## src/rtl/mup_int_pkg.sv

```systemverilog
// rtl/mup_int_pkg.sv - shared types and default sizing for the interrupt controller
package mup_int_pkg;

  localparam int N_SRC_DEF   = 8;
  localparam int VEC_W_DEF   = 4;
  localparam int ACK_TMO_DEF = 15;

  typedef enum logic [1:0] {
    IDLE    = 2'd0,
    REQ     = 2'd1,
    SERVICE = 2'd2
  } state_t;

endpackage

```

## src/rtl/mup_int_ctrl_if.sv

```systemverilog
// rtl/mup_int_ctrl_if.sv - request, mask and CPU handshake bundle of the interrupt controller
interface mup_int_ctrl_if
  import mup_int_pkg::*;
#(
  parameter int N_SRC = N_SRC_DEF,
  parameter int VEC_W = VEC_W_DEF
);

  logic             en;
  logic [N_SRC-1:0] irq;
  logic             mask_we;
  logic [N_SRC-1:0] mask_din;
  logic             int_ack;
  logic             eoi;
  logic             int_req;
  logic [VEC_W-1:0] vec;
  logic [N_SRC-1:0] pending;
  logic [N_SRC-1:0] in_service;
  logic             tmo_err;

  modport master (
    output en, irq, mask_we, mask_din, int_ack, eoi,
    input  int_req, vec, pending, in_service, tmo_err
  );

  modport slave (
    input  en, irq, mask_we, mask_din, int_ack, eoi,
    output int_req, vec, pending, in_service, tmo_err
  );

endinterface

```

## src/rtl/mup_prio_enc.sv

```systemverilog
// rtl/mup_prio_enc.sv - fixed-priority encoder, lowest set index wins
module mup_prio_enc
  import mup_int_pkg::*;
#(
  parameter int N_SRC = N_SRC_DEF,
  parameter int VEC_W = VEC_W_DEF
) (
  input  logic [N_SRC-1:0] req,
  output logic             valid,
  output logic [VEC_W-1:0] idx
);

  // Scan from the top so the lowest index is the last assignment and wins.
  always_comb begin
    valid = 1'b0;
    idx   = '0;
    for (int i = N_SRC - 1; i >= 0; i--) begin
      if (req[i]) begin
        valid = 1'b1;
        idx   = VEC_W'(i);
      end
    end
  end

endmodule

```

## src/rtl/mup_int_ctrl.sv

```systemverilog
// rtl/mup_int_ctrl.sv - priority interrupt controller: edge capture, mask, select, ack/eoi sequencing
module mup_int_ctrl
  import mup_int_pkg::*;
#(
  parameter int N_SRC   = N_SRC_DEF,
  parameter int VEC_W   = VEC_W_DEF,
  parameter int ACK_TMO = ACK_TMO_DEF
) (
  input  logic         clk,
  input  logic         rst_n,
  mup_int_ctrl_if.slave bus
);

  state_t           state;
  logic [N_SRC-1:0] irq_q;
  logic [N_SRC-1:0] mask;
  logic [N_SRC-1:0] pending;
  logic [N_SRC-1:0] in_service;
  logic [VEC_W-1:0] vec;
  logic             int_req;
  logic             tmo_err;
  logic [7:0]       cnt;

  logic [N_SRC-1:0] edge_det;
  logic [N_SRC-1:0] cand;
  logic [N_SRC-1:0] vec_oh;
  logic [N_SRC-1:0] clr_mask;
  logic             win_valid;
  logic [VEC_W-1:0] win_idx;
  logic             ack_take;
  logic [7:0]       cnt_nxt;

  assign edge_det = bus.irq & ~irq_q;
  assign cand     = pending & ~mask;
  assign vec_oh   = N_SRC'(1) << vec;
  assign ack_take = (state == REQ) && bus.int_ack;
  assign clr_mask = ack_take ? vec_oh : '0;
  assign cnt_nxt  = cnt + 8'd1;

  mup_prio_enc #(
    .N_SRC (N_SRC),
    .VEC_W (VEC_W)
  ) u_prio_enc (
    .req   (cand),
    .valid (win_valid),
    .idx   (win_idx)
  );

  always_ff @(posedge clk or negedge rst_n) begin
    if (!rst_n) begin
      irq_q <= '0;
      mask  <= '1;
    end else begin
      irq_q <= bus.irq;
      if (bus.mask_we) begin
        mask <= bus.mask_din;
      end
    end
  end

  // A fresh edge on the bit being acknowledged is OR'd in after the clear so it survives.
  always_ff @(posedge clk or negedge rst_n) begin
    if (!rst_n) begin
      pending <= '0;
    end else begin
      pending <= (pending & ~clr_mask) | edge_det;
    end
  end

  always_ff @(posedge clk or negedge rst_n) begin
    if (!rst_n) begin
      state      <= IDLE;
      int_req    <= 1'b0;
      vec        <= '0;
      in_service <= '0;
      tmo_err    <= 1'b0;
      cnt        <= '0;
    end else begin
      case (state)
        IDLE: begin
          if (bus.en && win_valid) begin
            state   <= REQ;
            vec     <= win_idx;
            int_req <= 1'b1;
            cnt     <= '0;
          end
        end
        REQ: begin
          if (bus.int_ack) begin
            state      <= SERVICE;
            int_req    <= 1'b0;
            in_service <= vec_oh;
          end else if (cnt_nxt == 8'(ACK_TMO)) begin
            state   <= IDLE;
            int_req <= 1'b0;
            tmo_err <= 1'b1;
            cnt     <= cnt_nxt;
          end else begin
            cnt <= cnt_nxt;
          end
        end
        SERVICE: begin
          if (bus.eoi) begin
            state      <= IDLE;
            in_service <= '0;
          end
        end
        default: begin
          state   <= IDLE;
          int_req <= 1'b0;
        end
      endcase
    end
  end

  assign bus.int_req    = int_req;
  assign bus.vec        = vec;
  assign bus.pending    = pending;
  assign bus.in_service = in_service;
  assign bus.tmo_err    = tmo_err;

endmodule

```

## src/flat_wrapper.sv

```systemverilog
// flat-port wrapper written by rule: the top's interface ports become plain ports
module mup_int_ctrl_flat import mup_int_pkg::*;
#(
  parameter int N_SRC   = N_SRC_DEF,
  parameter int VEC_W   = VEC_W_DEF,
  parameter int ACK_TMO = ACK_TMO_DEF
)
  (clk, rst_n, bus_en, bus_irq, bus_mask_we, bus_mask_din, bus_int_ack, bus_eoi, bus_int_req, bus_vec, bus_pending, bus_in_service, bus_tmo_err);
  mup_int_ctrl_if #(.N_SRC(N_SRC), .VEC_W(VEC_W)) bus_i ();
  input  logic clk;
  input  logic rst_n;
  input wire logic [$bits(bus_i.en)-1:0] bus_en;
  input wire logic [$bits(bus_i.irq)-1:0] bus_irq;
  input wire logic [$bits(bus_i.mask_we)-1:0] bus_mask_we;
  input wire logic [$bits(bus_i.mask_din)-1:0] bus_mask_din;
  input wire logic [$bits(bus_i.int_ack)-1:0] bus_int_ack;
  input wire logic [$bits(bus_i.eoi)-1:0] bus_eoi;
  output wire logic [$bits(bus_i.int_req)-1:0] bus_int_req;
  output wire logic [$bits(bus_i.vec)-1:0] bus_vec;
  output wire logic [$bits(bus_i.pending)-1:0] bus_pending;
  output wire logic [$bits(bus_i.in_service)-1:0] bus_in_service;
  output wire logic [$bits(bus_i.tmo_err)-1:0] bus_tmo_err;
  assign bus_i.en = bus_en;
  assign bus_i.irq = bus_irq;
  assign bus_i.mask_we = bus_mask_we;
  assign bus_i.mask_din = bus_mask_din;
  assign bus_i.int_ack = bus_int_ack;
  assign bus_i.eoi = bus_eoi;
  assign bus_int_req = bus_i.int_req;
  assign bus_vec = bus_i.vec;
  assign bus_pending = bus_i.pending;
  assign bus_in_service = bus_i.in_service;
  assign bus_tmo_err = bus_i.tmo_err;
  mup_int_ctrl #(.N_SRC(N_SRC), .VEC_W(VEC_W), .ACK_TMO(ACK_TMO)) u_core (.clk(clk), .rst_n(rst_n), .bus(bus_i));
endmodule
```

## config.mk

```make
export PLATFORM = sky130hd
export DESIGN_NAME = mup_int_ctrl_flat
export DESIGN_NICKNAME = d
export VERILOG_FILES = /design/src/rtl/mup_int_pkg.sv /design/src/rtl/mup_int_ctrl_if.sv /design/src/rtl/mup_prio_enc.sv /design/src/rtl/mup_int_ctrl.sv /design/src/flat_wrapper.sv
export SDC_FILE = /design/constraint.sdc
export NUM_CORES = 1
export LEC_CHECK = 0
export CAP_MARGIN = 20
export CORE_ASPECT_RATIO = 1.4
export CORE_MARGIN = 1.5
export CORE_UTILIZATION = 45
export DETAILED_ROUTE_END_ITERATION = 12
export GPL_TIMING_DRIVEN = 0
export PLACE_DENSITY = 0.76
export SLEW_MARGIN = 20
export SYNTH_ARGS = -nofsm -noshare
export SYNTH_HDL_FRONTEND = slang
export SYNTH_SLANG_ARGS = --single-unit
```

## constraint.sdc

```tcl
create_clock -name clk -period 3.75 [get_ports clk]
set_input_delay 1.125 -clock clk [delete_from_list [all_inputs] [get_ports clk]]
set_output_delay 1.125 -clock clk [all_outputs]
set_load 0.05 [all_outputs]
```

==> qor.yml <==
crit_cells: 1
cp-end-kind: "output port"
io_pins: 44
insertion_delay_ps: 300
crit_family: "buffers and inverters"
syn-mean-instance-area_sq_um: 10.7
postCtsHoldBufs: 0
wire_per_inst_um: 13.6
synth_top_area_share: 0.480
yosysUniqueCellTypes: 38
cts_setup_buffers: 0
worstHoldPathType: "register to register"
cts_tree: "done"
critical_path_buf_inv_count: 1
hold_ws_ps: 426
areaGrowthSynthToFinish_pct: 29.5
ys_seq_elements: 47
maxSlewViolCount: 0
nNetsFinal: 264
grt_pass1_wl_mm: 6.94
drive_above_1_share: 0.129
path_class: "register to output port"
grt_usage: 0.190
finalHoldViolCount: 0
finalSetupTns_ps: 0
drtAntennaViolNets: 0
vias: 1530
setup_viol: 0
drc_errors: 0
cp.required_ps: 2620
setup.worst_path.start: "u_core.bus.vec[1]$_DFFE_PN0P_"
power.leakage_nw: 1.22
cp.arrival_ps: 1630
yosys.area.top_type: "dfrtp_1"
max_cap_viol_count: 0
max_freq_ghz: 0.363
worst_slew_pin_slew_ps: 537
portBuffers: 41
antenna_found_initial: 0
clkSinkCount: 47
switching_share: 0.413
p_int_mw: 1.06
drt-initial-drc-count: 50
syn-num-nets: 215
mostFrequentLayoutCell: "clkdlybuf4s50_1"
worstSetupEndpoint: "bus_vec[1]"
period_minus_slack_ps: 2760
ff_latch_area_sq_um: 1190
multi_input_area_sq_um: 781
dp_hpwl_mm: 3.07
ys_seq_area_frac: 0.583
wl_mm: 4.11
synth_edf_count: 0
cts_htree_levels: 2
slowest_stage: "clkdlybuf4s50_1"
period_share: 0.735
grt_max_degree: 29
die_y_um: 82.6
path_cells: "clkdlybuf4s50_1"
p_per_area_nw_per_um2: 686
r2r-start: "u_core.mask[2]$_DFFE_PN1P_"
overflow: 0
fin_skew_ps: 8.23
grt_pass1_vias: 1464
drtPass1Iterations: 4
relSlewSlack: 0.641
gp_congestion: 0.829
netlist_area_sq_um: 2030
fp-row-count: 28
syn_inst: 191
reg2reg_setup_slack_ps: 1920
synth_warnings: 0
r2r-end: "u_core.cnt[4]$_DFFE_PN0P_"
crit_fanout: 7
die_x_um: 59.8
initial_core_util: 0.476
cts_resized: 0
start_kind: "register"
final_cell_mix: "40 x clkdlybuf4s50_1, 39 x dfrtp_1, 34 x nand2_1"
num_antenna_cells: 0
status: "completed"
rsz0062_at_grt: "no"
synthArstFlopShare: 1.00
reg2regPathDepth: 5
netSwitchingPower_uw: 747
clock-root-buffer: "clkbuf_8"
p_clk_frac: 0.182
die_area_sq_um: 4940
slowest_delay_ps: 860
power_frac_comb: 0.420
fill_cells: 372
clock_path_buffers: 2
synth_ff_type: "dfrtp_1"
viasPerCell: 5.08
clk_pin_slew_ps: 80
p_seq_frac: 0.398
ys_top_cells_by_area: "dfrtp_1 48%, dfstp_2 10%, nand2_1 6.3%, mux2_2 3.9%, nor2b_1 2.8%"
coreArea_sq_um: 4270
cts_made_buffers: 5
vdd_drop_max_mv: 0.371
[through the flow]
step / setup slack, ps / instances / instance area, sq um / total power, mW / utilization
after CTS: 984 / 301 / 2640 / 1.82 / 0.617
after global placement: 281 / 292 / 2520 / 1.48 / 0.590
final: 994 / 301 / 2640 / 1.81 / 0.617
after floorplan: 1540 / 191 / 2030 / 1.22 / -
after global routing: 942 / 301 / 2640 / 1.91 / 0.617
after detailed placement: 806 / 293 / 2530 / 1.49 / 0.593
[routing by layer]
| metal | track usage | wire [um] | vias up |
|---|---|---|---|
| met3 | 0.0467 | 222 | 5 |
| met5 | 0 | 0 | - |
| li1 | - | - | 740 |
| met1 | 0.239 | 1710 | 742 |
| met2 | 0.318 | 2110 | 43 |
| met4 | 0.0622 | 62 | 0 |
[power groups by stage]
stage	Sequential (mW)	Combinational (mW)	Clock (mW)
after floorplan	0.972	0.245	0
after global placement	0.727	0.750	0
after detailed placement	0.726	0.763	0
after CTS	0.721	0.766	0.337
after global routing	0.738	0.815	0.354
final	0.719	0.759	0.329
[cell type report]
cell class              count  area share
plain buffers               4     0.00712
clock buffers               8      0.0380
inverters                  13      0.0185
multi-input cells         127       0.296
flip-flops and latches     47       0.450
well taps                  60      0.0285
repair buffers             42       0.161
[synth_stat cells, drive strengths merged, types with 2 or more instances]
| library cell | instances |
|---|---|
| dfrtp | 39 |
| nand2 | 34 |
| inv | 13 |
| o21ai | 13 |
| nor2b | 10 |
| dfstp | 8 |
| mux2 | 8 |
| nor2 | 8 |
| a21oi | 7 |
| nand2b | 7 |
| nand3 | 6 |
| a22o | 4 |
| and3 | 4 |
| o21a | 4 |
| clkbuf | 3 |
| nor3 | 3 |
| a21o | 2 |
| ha | 2 |
| or2 | 2 |
[worst min-delay path by stage]
stage,end,cells past startpoint,slack [ps],startpoint
floorplan,u_core.bus.pending[4]$_DFF_PN0_,1,400,u_core.irq_q[4]$_DFF_PN0_
global placement,u_core.bus.pending[6]$_DFF_PN0_,1,400,u_core.irq_q[6]$_DFF_PN0_
detailed placement,u_core.bus.pending[4]$_DFF_PN0_,1,420,u_core.irq_q[4]$_DFF_PN0_
CTS,u_core.bus.pending[4]$_DFF_PN0_,1,440,u_core.irq_q[4]$_DFF_PN0_
global route,u_core.bus.pending[6]$_DFF_PN0_,1,440,u_core.irq_q[6]$_DFF_PN0_
finish,u_core.bus.pending[7]$_DFF_PN0_,1,430,u_core.irq_q[7]$_DFF_PN0_
[cells by family (layout without fill, tap and decap cells)]
family / after synthesis / in the layout / synth area share
other: 1 / 1 / 0.00184
xor gates and xnor gates: 1 / 1 / 0.00431
buffers and inverters: 17 / 67 / 0.0332
DFF: 47 / 47 / 0.583
AOI/OAI and AO/OA: 37 / 37 / 0.127
and+or+nand+nor: 77 / 77 / 0.189
muxes: 9 / 9 / 0.0492
adders and majority gates: 2 / 2 / 0.0123
[sequential cells by signal (all words and copies together) (netlist names), 2 cells and up]
register	count
u_core.mask	8
u_core.bus.vec	3
u_core.bus.in_service	8
u_core.cnt	8
u_core.state	2
u_core.bus.pending	8
u_core.irq_q	8
Power figures use the tool's default switching activity.
